<file path="src/rtl/packer_stream_arbiter.sv">
// rtl/packer_stream_arbiter.sv - round-robin packet arbiter that feeds one shared data_packer
module packer_stream_arbiter #(
    parameter int          NUM_SRC     = 4,
    parameter int          DATA_WIDTH  = 8,
    parameter int          CFG_SETTLE  = 2,
    parameter logic [15:0] CFG_DEFAULT = 16'h0410,
    localparam int         SEL_W       = (NUM_SRC > 1) ? $clog2(NUM_SRC) : 1
) (
    input  logic                          clk,
    input  logic                          reset,
    input  logic                          cfg_wr_en,
    input  logic [SEL_W-1:0]              cfg_wr_sel,
    input  logic [15:0]                   cfg_wr_data,
    input  logic [NUM_SRC*DATA_WIDTH-1:0] s_axis_tdata,
    input  logic [NUM_SRC-1:0]            s_axis_tvalid,
    output logic [NUM_SRC-1:0]            s_axis_tready,
    input  logic [NUM_SRC-1:0]            s_axis_tlast,
    output logic [DATA_WIDTH-1:0]         m_axis_tdata,
    output logic                          m_axis_tvalid,
    input  logic                          m_axis_tready,
    output logic                          m_axis_tlast,
    output logic [15:0]                   confi,
    output logic [SEL_W-1:0]              grant_id,
    output logic                          busy,
    output logic [15:0]                   pkt_count
);

    typedef enum logic [1:0] {
        IDLE,
        SETUP,
        FORWARD
    } state_t;

    state_t                  state;
    state_t                  state_nxt;
    logic [15:0]             cfg_table [NUM_SRC];
    logic [DATA_WIDTH-1:0]   src_data  [NUM_SRC];
    logic [3:0]              settle_cnt;
    logic [SEL_W-1:0]        rr_ptr;
    logic [SEL_W-1:0]        rr_next;
    logic [SEL_W-1:0]        winner;
    logic [SEL_W-1:0]        scan_idx;
    logic                    any_req;
    logic                    cfg_sel_ok;
    logic                    xfer_last;
    logic [15:0]             winner_cfg;

    for (genvar g = 0; g < NUM_SRC; g++) begin : g_slice
        assign src_data[g] = s_axis_tdata[g*DATA_WIDTH +: DATA_WIDTH];
    end

    // Scan downward so the lowest offset from rr_ptr is the last (winning) assignment.
    always_comb begin
        winner   = '0;
        any_req  = 1'b0;
        scan_idx = '0;
        for (int i = NUM_SRC - 1; i >= 0; i--) begin
            scan_idx = SEL_W'((int'(rr_ptr) + i) % NUM_SRC);
            if (s_axis_tvalid[scan_idx]) begin
                winner  = scan_idx;
                any_req = 1'b1;
            end
        end
    end

    assign cfg_sel_ok = (int'(cfg_wr_sel) < NUM_SRC);
    // A same-cycle write to the winner's entry must be what the packer sees.
    assign winner_cfg = (cfg_wr_en && cfg_sel_ok && (cfg_wr_sel == winner)) ?
                        cfg_wr_data : cfg_table[winner];

    always_ff @(posedge clk or posedge reset) begin
        if (reset) begin
            for (int i = 0; i < NUM_SRC; i++) begin
                cfg_table[i] <= CFG_DEFAULT;
            end
        end else if (cfg_wr_en && cfg_sel_ok) begin
            cfg_table[cfg_wr_sel] <= cfg_wr_data;
        end
    end

    always_comb begin
        m_axis_tdata  = '0;
        m_axis_tvalid = 1'b0;
        m_axis_tlast  = 1'b0;
        s_axis_tready = '0;
        if (state == FORWARD) begin
            m_axis_tdata            = src_data[grant_id];
            m_axis_tvalid           = s_axis_tvalid[grant_id];
            m_axis_tlast            = s_axis_tlast[grant_id];
            s_axis_tready[grant_id] = m_axis_tready;
        end
    end

    assign xfer_last = (state == FORWARD) && m_axis_tvalid && m_axis_tready && m_axis_tlast;
    assign rr_next   = (grant_id == SEL_W'(NUM_SRC - 1)) ? '0 : grant_id + SEL_W'(1);
    assign busy      = (state != IDLE);

    always_comb begin
        state_nxt = state;
        case (state)
            IDLE:    if (any_req) state_nxt = SETUP;
            SETUP:   if (settle_cnt == 4'd1) state_nxt = FORWARD;
            FORWARD: if (xfer_last) state_nxt = IDLE;
            default: state_nxt = IDLE;
        endcase
    end

    always_ff @(posedge clk or posedge reset) begin
        if (reset) begin
            state      <= IDLE;
            grant_id   <= '0;
            confi      <= CFG_DEFAULT;
            settle_cnt <= '0;
            rr_ptr     <= '0;
            pkt_count  <= '0;
        end else begin
            state <= state_nxt;
            case (state)
                IDLE: begin
                    if (any_req) begin
                        grant_id   <= winner;
                        confi      <= winner_cfg;
                        settle_cnt <= 4'(CFG_SETTLE);
                    end
                end
                SETUP: settle_cnt <= settle_cnt - 4'd1;
                FORWARD: begin
                    if (xfer_last) begin
                        pkt_count <= pkt_count + 16'd1;
                        rr_ptr    <= rr_next;
                    end
                end
                default: ;
            endcase
        end
    end

endmodule
</file>
<file path="config.mk">
export PLATFORM = sky130hd
export DESIGN_NAME = packer_stream_arbiter
export DESIGN_NICKNAME = d
export VERILOG_FILES = /design/src/rtl/packer_stream_arbiter.sv
export SDC_FILE = /design/constraint.sdc
export NUM_CORES = 1
export LEC_CHECK = 0
export ABC_AREA = 1
export BUFFER_PORTS_ARGS = -buffer_cell sky130_fd_sc_hd__buf_2
export CORE_ASPECT_RATIO = 1.25
export CORE_MARGIN = 2
export CORE_UTILIZATION = 58
export CTS_BUF_LIST = sky130_fd_sc_hd__clkbuf_2 sky130_fd_sc_hd__clkbuf_4 sky130_fd_sc_hd__clkbuf_8
export DETAILED_ROUTE_END_ITERATION = 6
export PLACE_DENSITY = 0.83
export SKIP_CTS_REPAIR_TIMING = 1
export SLEW_MARGIN = 10
export SYNTH_ARGS = -nofsm -noshare
export SYNTH_HDL_FRONTEND = slang
export SYNTH_SLANG_ARGS = --single-unit
export TNS_END_PERCENT = 1
</file>
<file path="constraint.sdc">
create_clock -name clk -period 4.1 [get_ports clk]
set_input_delay 0.615 -clock clk [delete_from_list [all_inputs] [get_ports clk]]
set_output_delay 0.615 -clock clk [all_outputs]
set_load 0.02 [all_outputs]
</file>
==> Word-level counts from Yosys, hierarchy flattened <==
Cells that the tools add are included.
{ "word_totals": {"register_bits": 106, "output_inout_bits": 49} }
{ "classes": {"add_sub_neg": 6, "n_mux": 43, "n_reduce_logical": 13, "magnitude_cmp": 10, "n_eq_ne": 8, "bitwise": 4} }
{ "ops": {"columns": ["cell", "n"], "rows": [
  ["64-bit bitwise mux", 1],
  ["16-bit 2-to-1 mux", 4],
  ["16-bit binary-select mux with 2-bit select", 1],
  ["16-bit demux with 2-bit select", 1],
  ["8-bit 2-to-1 mux", 3],
  ["16-bit by 1-bit adder with 16-bit output, second input constant", 1],
  ["8-bit binary-select mux with 2-bit select", 1],
  ["2-bit 2-to-1 mux", 8],
  ["2-bit by 3-bit < comparator with 1-bit output, second input constant", 5],
  ["1-bit 2-to-1 mux", 13],
  ["1-bit binary-select mux with 2-bit select", 6],
  ["3-bit greater-or-equal comparator, second input constant", 3],
  ["2-bit NOT with 3-bit output", 3],
  ["4-bit 2-to-1 mux", 2],
  ["4-bit one-hot mux with 2 select lines", 1],
  ["1-bit logical AND", 6],
  ["2-bit != test, second input constant", 3],
  ["2-bit one-hot mux with 3 select lines", 1],
  ["2-bit AND reduction", 3],
  ["2-bit by 1-bit adder with 2-bit output, second input constant", 2],
  ["2-bit adder, second input constant", 2],
  ["4-bit bitwise AND", 1],
  ["2-bit equality test, second input constant", 2],
  ["4-bit by 1-bit equality test with 1-bit output, second input constant", 1],
  ["other kinds (9)", 10]
]} }

==> Depth between registers and ports, before layout <==
Gate-level depths: netlist of the first run.
{ "logic_depth": {"ltp_word": 12, "mapped_depth": 17, "mapped_depth_nobuf": 16} }

==> Worst setup path before layout of the first run <==
Ideal clock, no wire load.
{ "synth_timing": {"path_type": "reg-to-output", "from": "reg grant_id[0]", "to": "out m_axis_tdata[0]", "setup_slack_ns": 1.767, "t_arrival_ns": 1.718, "path_buffers": 3, "path_stages_with_launch": 8, "required_time_ns": 3.485, "cell_sequence": "dfrtp_1 -> buf_2 -> buf_2 -> buf_1 -> nor2_1 -> nor2_1 -> o21ai_0 -> a21oi_1"} }
{ "synth_via": {"elab_chain_cells": 5} }
{ "synth_rtl": {"columns": ["element", "line_no", "rtl"], "rows": [
  ["start: declaration", "23", "output logic [SEL_W-1:0] grant_id,"],
  ["start signal: assignment", "121", "grant_id <= winner;"],
  ["2-bit NOT with 3-bit output (implied by the code)", "87", "m_axis_tdata = src_data[grant_id];"],
  ["8-bit binary-select mux with 2-bit select", "87", null],
  ["8-bit 2-to-1 mux (implied by the code) (2 in series)", "87", null],
  ["8-bit 2-to-1 mux", "86", "if (state == FORWARD) begin"],
  ["end: declaration", "18", "output logic [DATA_WIDTH-1:0] m_axis_tdata,"]
]} }
No other way between the ends. The select of a mux whose other input is x is not followed.

==> Worst setup path in the final report of the first run <==
{ "layout_timing": {"from": "reg grant_id[0]", "to": "out s_axis_tready[2]"} }
{ "layout_via": {"elab_chain_cells": 6, "elab_cells_between_ends": 7, "cone_classes": "order compare (2); mux (3); bitwise (1); reduce/logical (1)"} }
{ "layout_rtl": {"columns": ["element", "line_no", "rtl"], "rows": [
  ["2-bit by 3-bit < comparator with 1-bit output (implied by the code) / 2-bit by 1-bit greater-or-equal comparator with 1-bit output (equally long branches)", "90", "s_axis_tready[grant_id] = m_axis_tready;"],
  ["1-bit logical AND (implied by the code)", "90", null],
  ["1-bit 2-to-1 mux (implied by the code)", "90", null],
  ["1-bit demux with 2-bit select *", "90", null],
  ["4-bit bitwise AND (no line) *", null, null],
  ["4-bit 2-to-1 mux *", "86", null],
  ["end: declaration", "16", "output logic [NUM_SRC-1:0] s_axis_tready,"]
]} }
Mark *: on every way between the ends. The rest lies on a longest branch, timed or not.

==> results.md, run 1 <==
Timing:
- The final period demand of the worst path is ~3.3 ns.
- The number of pins with negative max-slew slack in the final report was 0.
- The number of hold violations in the final report was 0.
- The highest clock frequency the design can meet is about 0.31 GHz.
- Setup violations remaining at the end of the flow were counted as 0.
- Between clock sinks in the finished design, the worst skew comes to 0.0155 ns.
- The normalized max-slew margin is just under 20%.
- After routing, the total negative slack on setup checks comes to 0 ns.
- Setup repair after global routing left no endpoint under its margin.
- The slew at the pin closest to its max-slew limit is 1.20 ns.
- The post-route fraction of the period consumed by the critical path is between 70% and 80%.

Synthesis:
- The cell type with the largest total area after synthesis is dfrtp_1.
- The post-synthesis area per instance is 7.69 um2.
- The cell area after synthesis is 5810 um2.
- The area fraction of the dominant cell type after synthesis is 41.4%.
- By area the synthesized netlist is led by dfrtp_1, nand2_1, o21ai_0.
- The total of warnings raised by yosys is 0.
- The fraction of the yosys area taken by sequential cells is 45.9%.
- The gate count of the mapped netlist is approximately 760.
- The number of nets in the synthesized netlist is 824.
- The number of flip-flops and latches in the synthesized netlist is 106.
- The number of different library cells used by synthesis comes to 37.

Clock network:
- The later pin in the worst-skew pair is clocked with a latency of between 0.3 and 0.4 ns.
- Clock tree synthesis inserted a total of 9 buffers.
- The clock drives 106 sinks.
- Clock-pin slew was measured on the worst setup and hold paths at 0.10 ns.
- TritonCTS built the clock tree.
- The H-tree depth is 3.
- Clock tree synthesis selected as its root buffer the cell clkbuf_8.
- The deepest clock path buffer count is 2.

Pwr:
- The leakage power is 3.56 nW.
- The peak ir drop on the vdd network is between 0.3 and 0.4 mV.
- For this design the ratio of total power to cell area is 527 nW/um2.

GRT:
- The largest net degree at the start of global routing is 94.
- The first-pass GRT wire length is 24500 um.
- The number of antenna violations at the first check in global routing is 0.
- The overall global routing resource usage is between 20% and 30%.
- The number of global-route vias before repair is 5068.
- The aggregate global routing overflow is 0.

Route:
- Detailed routing inserted a total of approximately 5400 vias.
- After detailed routing, the total wire length is 15000 um.
- The number of DRC violations after detailed-routing iteration 0 is 329.
- In this run the remaining antenna-violating nets after routing total 0.
- In the routed design, unresolved DRC markers number 0.
- The length of the first detailed-routing pass in iterations is 5.
- The number of vias per cell is 5.60.
- The routed wirelength normalized by instance count is 15.4 um.

Setup path:
- The critical path depth is 5.
- For this design, the slowest cell found on the critical path is dfrtp_1.
- At the worst endpoint, the required time is between 3 and 4 ns.
- The peak per-stage delay on the critical path is 0.89 ns.
- The critical path startpoint category is a flip-flop.
- The setup path with the least slack is of type reg -> out.
- Traced cell by cell, the critical path runs through clkinv_1, ha_1, nand2_1, nor2_1, buf_2.
- STA classifies the critical path endpoint as an output port.
- The number of buffer and inverter instances along the worst setup path is 2.
- For the worst setup path, the data arrival time is 2.64 ns.
- In this run the worst path has a maximum fanout of 28.
- The path depth of the worst reg2reg path is 15.
- The family of cells with the greatest summed delay on the critical path is flip-flops.

Floorplan:
- The floorplan has 40 rows.
- The die covers ~11000 um2.
- The chip height is approximately 120 um.
- The initial utilization of the core area, before any placement, comes to around three fifths.
- The top-level I/O count is 111.
- The horizontal die dimension is 93.5 um.
- The total area inside the core boundary comes to about 9700 um2.

Final layout:
- Relative to the synthesized area, the layout overhead comes to 13.2%.
- The final core utilization is just under 70%.
- The share of layout cells above drive strength 1 is 23.3%.
- The finished cells cover 6580 um2.
- After the last flow step, the layout net total stands at 910.
- The number of diodes is 0.
- The filler cell count is just under 800.

Placed design:
- The area of placed instances is 6330 um2.
- Detailed placement ended at an HPWL of 9890 um.
- Input and output buffers added on the ports amount to 110.
- The final estimated routing congestion in global placement is about 0.85.

Run status:
- The flow ran to the end, and the final reports show no timing, DRC or antenna violations.

Hold path:
- The worst hold path belongs to the class in -> async.

Job:
- The number of maximum-capacitance violations is 0.
[per-layer routing]
| layer | global-route usage, % | wire length [um] | vias up |
|---|---|---|---|
| li1 | - | - | 2569 |
| met1 | 35.1 | 6000 | 2601 |
| met2 | 50.0 | 7680 | 228 |
| met3 | 4.36 | 846 | 44 |
| met4 | 12.7 | 435 | 0 |
| met5 | 0 | 0 | - |
[synthesized netlist by cell type]
cell	count
a21oi_1	16
a31o_2	1
a31oi_1	1
and3_1	1
buf_1	2
buf_2	10
buf_4	1
buf_6	6
clkbuf_1	17
clkinv_1	1
dfrtp_1	96
dfstp_2	10
ha_1	7
inv_1	45
inv_2	9
nand2_1	268
nand2_2	11
nand2_4	6
nand3_1	44
nand3_2	24
nand3_4	1
nand4_1	2
nor2_1	51
nor2_2	2
nor2_4	2
nor3_1	5
nor3b_1	2
nor4_1	2
o21ai_0	87
o21ai_1	3
o21ai_2	1
o22ai_1	2
o31ai_1	1
o32ai_1	1
or3b_4	1
xnor2_1	5
xor2_1	11
[path summary, 6_finish.rpt]
path | from | end | slack [ns]
setup reg to reg | rr_ptr[0] | confi[1] | 1.20
setup / recovery | grant_id[0] | s_axis_tready[2] | 0.84
hold reg to reg | pkt_count[15] | pkt_count[15] | 0.47
min in group clk | pkt_count[15] | pkt_count[15] | 0.47
hold / removal | reset | pkt_count[11] | 0.37
max in group asynchronous | reset | cfg_table[13] | 2.98
[area by class of cell]
class / instances / area, um2 / share of cell area (%)
Tap cell: 126 / 158 / 2.40
Multi-Input combinational cell: 558 / 2750 / 41.8
Timing Repair Buffer: 111 / 558 / 8.49
Inverter: 55 / 211 / 3.22
Clock buffer: 12 / 165 / 2.51
Clock inverter: 4 / 72.6 / 1.10
Sequential cell: 106 / 2670 / 40.5
[power by group]
group          leakage (nW)  switching (mW)  internal [mW]
sequential             1.30           0.180           1.27
clock                 0.119           0.365          0.393
combinational          2.14           0.840          0.416
[flip-flops by register name, indices dropped and copies added, names as in the netlist]
signal	cells
cfg_table	64
confi	16
grant_id	2
pkt_count	16
rr_ptr	2
settle_cnt	4
state	2
[through the flow]
step                worst slack [ns]  total power [mW]  cells  hold WS, ns
floorplan                      0.713              2.40    755        0.453
global placement                1.38              2.65    956        0.458
detailed placement              1.26              2.71    956        0.461
CTS                            0.866              3.46    972        0.478
global route                   0.587              3.69    972        0.474
finish                         0.841              3.47    972        0.369
[logic make-up after synthesis]
group | synth area share (%)
and+or+nand+nor | 33.2
AOI/OAI and AO/OA | 10.0
DFF | 45.9
buffers and inverters | 6.94
xor gates and xnor gates | 2.41
adders and majority gates | 1.51
[cells in the final DEF, fill, tap and decap left out, types with 6 or more instances in the layout]
| master | instances |
|---|---|
| dfrtp_1 | 96 |
| inv_1 | 44 |
| nor2_1 | 51 |
| nand3_1 | 43 |
| inv_2 | 9 |
| buf_2 | 110 |
| nand2_1 | 268 |
| nand2_4 | 6 |
| dfstp_2 | 10 |
| ha_1 | 7 |
| nand2_2 | 11 |
| clkbuf_8 | 12 |
| a21oi_1 | 16 |
| o21ai_0 | 87 |
| nand3_2 | 25 |
| xor2_1 | 11 |
(Power assumes the default switching activity.)
==> inputs of run 2 (changes only) <==
==> constraint.sdc (replaced) <==
create_clock -name clk -period 3.15 [get_ports clk]
set_input_delay 0.4725 -clock clk [delete_from_list [all_inputs] [get_ports clk]]
set_output_delay 0.4725 -clock clk [all_outputs]
set_load 0.02 [all_outputs]
==> run 2 against run 1 <==
Net effect: power grew 28%; die area is the same; first-iteration DRC count grew 4.6%; global-route usage shrank 0.63 points; clock power grew 17%.
==> results.md, run 2 (synthesis results as in run 1) <==
Clock network:
- The longest clock path from root to sink contains 2 buffers.
- The clock buffer count from CTS is 9.
- For the worst-skew pair, the clock arrives at the later sink with an insertion delay of 0.37 ns.
- The cell at the root of the clock tree is clkbuf_8.
- CTS saw 106 sinks.
- TritonCTS built the clock tree.
- Clock-pin slew was measured on the worst setup and hold paths at 0.10 ns.
- CTS built an H-tree with a depth of 3.

Setup path:
- The critical path data required time is 3.42 ns.
- The worst setup path is captured at a flip-flop.
- The number of buffer and inverter instances along the worst setup path is 2.
- The worst setup path is launched from a flip-flop.
- Data arrives at the worst endpoint at approximately 3.2 ns.
- The family of cells with the greatest summed delay on the critical path is simple AND/OR/NAND/NOR gates.
- The path depth of the worst reg2reg path is 15.
- The most numerous cell on the critical path is nand2_1.
- The cell with the largest stage delay on the worst path is dfrtp_1.
- The worst setup path is of the reg -> reg kind.
- The critical path goes through inv_1, nand2_1, nand2_4, inv_2, nand2_2, nand3_2, nand2_2, nand2_4, nand2_4, nand2_1, nand2_1, nor2_4, nand2_1, nand3_2, nand2_1.
- The largest single stage delay on the critical path is 0.66 ns.
- The critical path crosses 15 cells after its start point.
- The peak fanout along the critical path is 34.

Final layout:
- The most common cell after layout, fill and taps aside is nand2_1.
- The number of antenna diodes in the final layout is 0.
- At the end of the flow, the number of nets in the layout was just over 900.
- Of the cells placed in the final design, the portion with a size suffix greater than 1 is 24.0%.
- The number of flip-flops under the largest register name is 64.
- The growth of design area from synthesis to finish is 14.0%.
- The post-layout instance count excluding filler cells is just under 1000.
- The final core utilization is 68.6%.
- Leaving out fill and tap cells, the most frequent cells in the layout are nand2_1, buf_2, dfrtp_1.
- The most flop-heavy register is cfg_table.
- In the final layout, the registers with the most flip-flops are cfg_table (64), confi (16), pkt_count (16).

Timing:
- Static timing analysis puts the maximum clock frequency at 0.344 GHz.
- For the finished layout, the period the worst path requires is 2.90 ns.
- The number of pins with negative max-slew slack in the final report is 0.
- In the finished design, the share of the clock period the worst path needs comes to between 90% and 100%.
- Setup repair after global routing left no endpoint under its margin.
- The normalized max-slew margin is 61.8%.
- The number of hold violations in the final report is 0.
- Setup total negative slack on the finished layout was measured at 0 ns.
- The slew at the pin closest to its max-slew limit is 0.573 ns.
- Setup violations remaining at the end of the flow were counted as 0.
- The setup skew after layout is 0.00737 ns.

Route:
- The number of vias per cell is 5.45.
- The routed wirelength normalized by instance count is 14.8 um.
- The number of DRC violations after detailed-routing iteration 0 is 344.
- After detailed routing, the number of remaining DRC violations is 0.
- Once detail routing completed, the nets flagged for antenna violations numbered 0.
- The length of the first detailed-routing pass in iterations is 5.
- The sum of routed wire length over all layers is 14600 um.
- Detailed routing inserted a total of ~5400 vias.

Placed design:
- Summed over all nets, the half-perimeter wirelength after detailed placement is 10300 um.
- The number of buffers added on ports is 110.
- Routability-driven placement finished with a final weighted congestion of 0.864.
- The total instance count after detailed placement is around 970.

Floorplan:
- The floorplan step set the die height to 116 um.
- The horizontal die dimension is 93.5 um.
- The number of standard-cell rows in the floorplan is 40.
- The effective utilization at floorplan is 60.1%.
- Pin placement for this block handled 111 I/O pins.
- The die covers 10800 um2.
- The standard cell core area is 9660 um2.

Pwr:
- The overall power consumption is 4.43 mW.
- VDD sags by at most 0.480 mV.
- The power density over the cells is between 600 and 700 nW/um2.
- The analysis attributes to cell leakage a power of around 3.6 nW.

GRT:
- The number of global-route vias before repair is 5264.
- The number of antenna violations at the first check in global routing is 0.
- Entering global routing, the biggest net connects 107 pins.
- For this run the aggregate overflow at the end of global routing stands at 0.
- In the global route stage, overall resource usage came out at about 28%.
- The first-pass GRT wire length is roughly 24000 um.

Hold path:
- In this run the worst hold path is classified as in -> async.

Run status:
- The run finished with clean final reports.

Job:
- The number of maximum-capacitance violations is 0.
run 2: area by class of cell:
| class | count | area (um2) |
|---|---|---|
| Inverter | 55 | 210 |
| Timing Repair Buffer | 120 | 638 |
| Clock inverter | 5 | 61.3 |
| Clock buffer | 11 | 151 |
| Sequential cell | 106 | 2670 |
| Multi-Input combinational cell | 558 | 2740 |
| Tap cell | 126 | 158 |
| Fill cell | 803 | 3040 |
run 2: worst min-delay path, delay by kind of cell:
family | cells | cell delay (ns)
buffers and inverters | 3 | 0.59
run 2: power breakdown:
group,switching (mW),total (mW),internal [mW]
clock network,0.469,0.885,0.416
logic,1.12,1.69,0.567
registers,0.201,1.86,1.66
total,1.79,4.43,2.64
run 2: worst paths after layout:
path | startpoint | end | slack, ns
max in group asynchronous | reset | confi[10] | 2.47
min in group clk | cfg_wr_data[4] | cfg_table[52] | 0.42
setup / recovery | rr_ptr[0] | confi[13] | 0.25
hold reg to reg | pkt_count[15] | pkt_count[15] | 0.47
hold / removal | reset | pkt_count[15] | 0.23
setup reg to reg | rr_ptr[0] | confi[13] | 0.25
run 2: through the flow:
step | area (um2) | hold WS [ns] | worst slack [ns]
after global placement | 6410 | 0.459 | 0.472
after floorplan | 5810 | 0.453 | 0.960
final | 6620 | 0.230 | 0.245
after detailed placement | 6410 | 0.461 | 0.318
after global routing | 6620 | 0.295 | 0.0308
after CTS | 6620 | 0.279 | 0.305
run 2: metal layers:
layer | track usage [%] | up-vias | routed length, um
met5 | 0 | - | 0
met1 | 32.8 | 2507 | 5770
met2 | 49.6 | 205 | 7440
met4 | 13.8 | 0 | 544
met3 | 4.55 | 45 | 800
li1 | - | 2594 | -
==> inputs of run 3 (changes only) <==
--- a/config.mk
+++ b/config.mk
@@ -9,10 +9,9 @@
 export BUFFER_PORTS_ARGS = -buffer_cell sky130_fd_sc_hd__buf_2
 export CORE_ASPECT_RATIO = 1.25
 export CORE_MARGIN = 2
-export CORE_UTILIZATION = 58
+export CORE_UTILIZATION = 35
 export CTS_BUF_LIST = sky130_fd_sc_hd__clkbuf_2 sky130_fd_sc_hd__clkbuf_4 sky130_fd_sc_hd__clkbuf_8
 export DETAILED_ROUTE_END_ITERATION = 6
-export PLACE_DENSITY = 0.83
 export SKIP_CTS_REPAIR_TIMING = 1
 export SLEW_MARGIN = 10
 export SYNTH_ARGS = -nofsm -noshare
==> run 3 against run 2 <==
Net effect: sequential power about the same; sequential cell count unchanged; count of clock-buffer cells in the layout down 1; final area up 2.7%; global-route usage down 9.8 points; die area up 63%; clock skew up 0.0042 ns; worst hold slack worse by 0.032 ns; non-clock buffer count up 6; power up 2.8%; clock power up 12%; first-iteration DRC count down 10%; critical endpoint is now confi[3]; largest power group unchanged; highest routed layer unchanged.
==> results.md, run 3 (synthesis results as in run 1) <==
Final layout:
- The share of layout cells above drive strength 1 is 24.5%.
- Leaving out fill and tap cells, the most frequent cell in the layout is nand2_1.
- The number of diodes is 0.
- The final-stage net count is roughly 900.
- The growth of design area from synthesis to finish is 17.1%.
- Across the whole layout, storage elements account for approximately 2700 um2.
- The register with the most flip-flops in the layout has 64 of them.
- More flip-flops sit in one register than any other, and that register is cfg_table.
- In the final layout, the registers with the most flip-flops are cfg_table (64), confi (16), pkt_count (16).
- The top cell types in the final layout, fill and taps aside, are nand2_1, buf_2, dfrtp_1.
- Summing all multi-input logic gate instances after layout gives 2740 um2.
- Counting the fill cells in the layout gives 1663.

Setup path:
- The worst flop-to-flop path endpoint is confi[3].
- The critical path is of the reg -> reg type.
- The capturing element type of the critical path is a flip-flop.
- The source of the worst register-to-register timing path is rr_ptr[0].
- For the worst setup path, the data required time is 3.48 ns.
- The worst setup path is launched from a flip-flop.
- The setup check on the worst reg-to-reg path leaves a slack of 0.48 ns.
- Data arrives at the worst endpoint at 3.00 ns.
- The path depth of the worst reg2reg path is 15.
- Along the worst path, the maximum fanout reaches 16.

Route:
- Detailed routing inserted a total of approximately 5200 vias.
- The detail route stage leaves a number of antenna-violating nets equal to 0.
- The remaining routing DRC violations is 0.
- The sum of routed wire length over all layers is approximately 15000 um.
- The number of vias per cell is 4.79.
- Before antenna repair, the detailed router went through 6 iterations.
- For this block, the initial DRC count from the detailed router was about 310.
- The routed wirelength normalized by instance count is 13.9 um.

GRT:
- Entering global routing, the biggest net connects between 40 and 50 pins.
- The aggregate global routing overflow is 0.
- Global routing used between 10% and 20% of the available tracks across all layers.
- The number of global-route vias before repair is 5013.
- The number of antenna violations at the first check in global routing is 0.
- The first-pass GRT wire length is 25600 um.

Floorplan:
- The standard cell core area is 16200 um2.
- The initial utilization of the core area, before any placement, comes to 35.9%.
- The number of standard-cell rows in the floorplan is 52.
- The horizontal die dimension is 119 um.
- Measured along the y axis, the die boundary spans 148 um.
- The top-level I/O count is 111.
- The die covers ~18000 um2.

Run status:
- The flow ran to the end, and the final reports show no timing, DRC or antenna violations.

Timing:
- Derived from the worst setup path, the maximum achievable clock frequency is approximately 0.37 GHz.
- The final total negative setup slack is 0 ns.
- The slew at the pin closest to its max-slew limit is 0.756 ns.
- The number of pins with negative max-slew slack in the final report was 0.
- The number of hold violations in the final report is 0.
- The final worst setup slack is 0.476 ns.
- The setup skew after layout is 0.0115 ns.
- The final period demand of the worst path is 2.67 ns.
- The final setup violation count is 0.
- Setup repair after global routing left no endpoint under its margin.
- The normalized max-slew margin is 49.5%.
- The worst path uses 84.9% of the clock period.

Pwr:
- The leakage power is 3.62 nW.
- The power density over the cells is 670 nW/um2.
- The peak ir drop on the vdd network is 0.297 mV.

Placed design:
- The worst slack at placement is 0.500 ns.
- The detailed placer's ending HPWL is between 10000 and 15000 um.
- Input and output buffers added on the ports amount to 110.
- The final estimated routing congestion in global placement is 0.860.

Clock network:
- CTS built an H-tree with a depth of 3.
- The TritonCTS clock tree is yes.
- The clock buffer count from CTS is 9.
- The register clock-pin slew on the reported worst setup and hold paths is 0.11 ns.
- The tree is rooted in a clkbuf_8.
- The deepest clock path buffer count is 2.
- The clock sink count is 106.
- For the worst-skew pair, the clock arrives at the later sink with an insertion delay of roughly 0.39 ns.

Hold path:
- The worst hold path belongs to the class in -> async.

Job:
- The number of maximum-capacitance violations is 0.
==> run 3: cell type report <==
class | instances | share of cell area (%)
clock inverter | 6 | 1.38
sequential | 106 | 39.2
tap | 216 | 3.97
inverter | 55 | 3.09
clock buffer | 10 | 2.02
multi-input combinational | 558 | 40.3
timing repair buffer | 126 | 10.0
==> run 3: per-layer routing <==
layer / global-route usage, % / vias up / wire length (um)
li1: - / 2602 / -
met1: 24.2 / 2414 / 6940
met2: 29.7 / 134 / 7050
met3: 2.89 / 13 / 743
met4: 6.96 / 0 / 250
met5: 0 / - / 0
==> run 3: through the flow <==
step	hold slack, ns	instance area (um2)	instances	util, %	power [mW]
detailed placement	0.461	6570	1061	40.5	3.61
finish	0.198	6800	1077	42.0	4.56
floorplan	0.453	5810	755	-	3.12
global placement	0.455	6570	1061	40.5	3.59
global route	0.237	6800	1077	42.0	4.95
CTS	0.190	6800	1077	42.0	4.61
==> run 3: how the worst max path moves through the flow <==
| stage | from | cells after the start | slack [ns] | endpoint |
|---|---|---|---|---|
| after floorplan | grant_id[0] | 7 | 0.96 | m_axis_tdata[0] |
| after detailed placement | rr_ptr[0] | 15 | 0.50 | confi[3] |
| after global routing | rr_ptr[0] | 15 | 0.24 | confi[3] |
| after global placement | rr_ptr[0] | 15 | 0.56 | confi[15] |
| final | rr_ptr[0] | 15 | 0.48 | confi[3] |
| after CTS | rr_ptr[0] | 15 | 0.47 | confi[3] |
==> run 3: power breakdown <==
part,switching (mW),internal (mW)
logic,1.12,0.589
registers,0.205,1.66
clock network,0.509,0.478
==> run 3: critical path, cell delays in order, from the launching register on <==
cell and delay (ns):
dfrtp_1 0.66, inv_1 0.18, nand2_1 0.15, nand2_4 0.07, nor2_1 0.13, nor2_2 0.06, nand2_2 0.09, nand3_2 0.25
buf_4 0.29, nand2_2 0.07, nand2_2 0.06, nor2_4 0.12, nand2_4 0.17, nand3_1 0.16, nand3_2 0.07, nand2_1 0.07
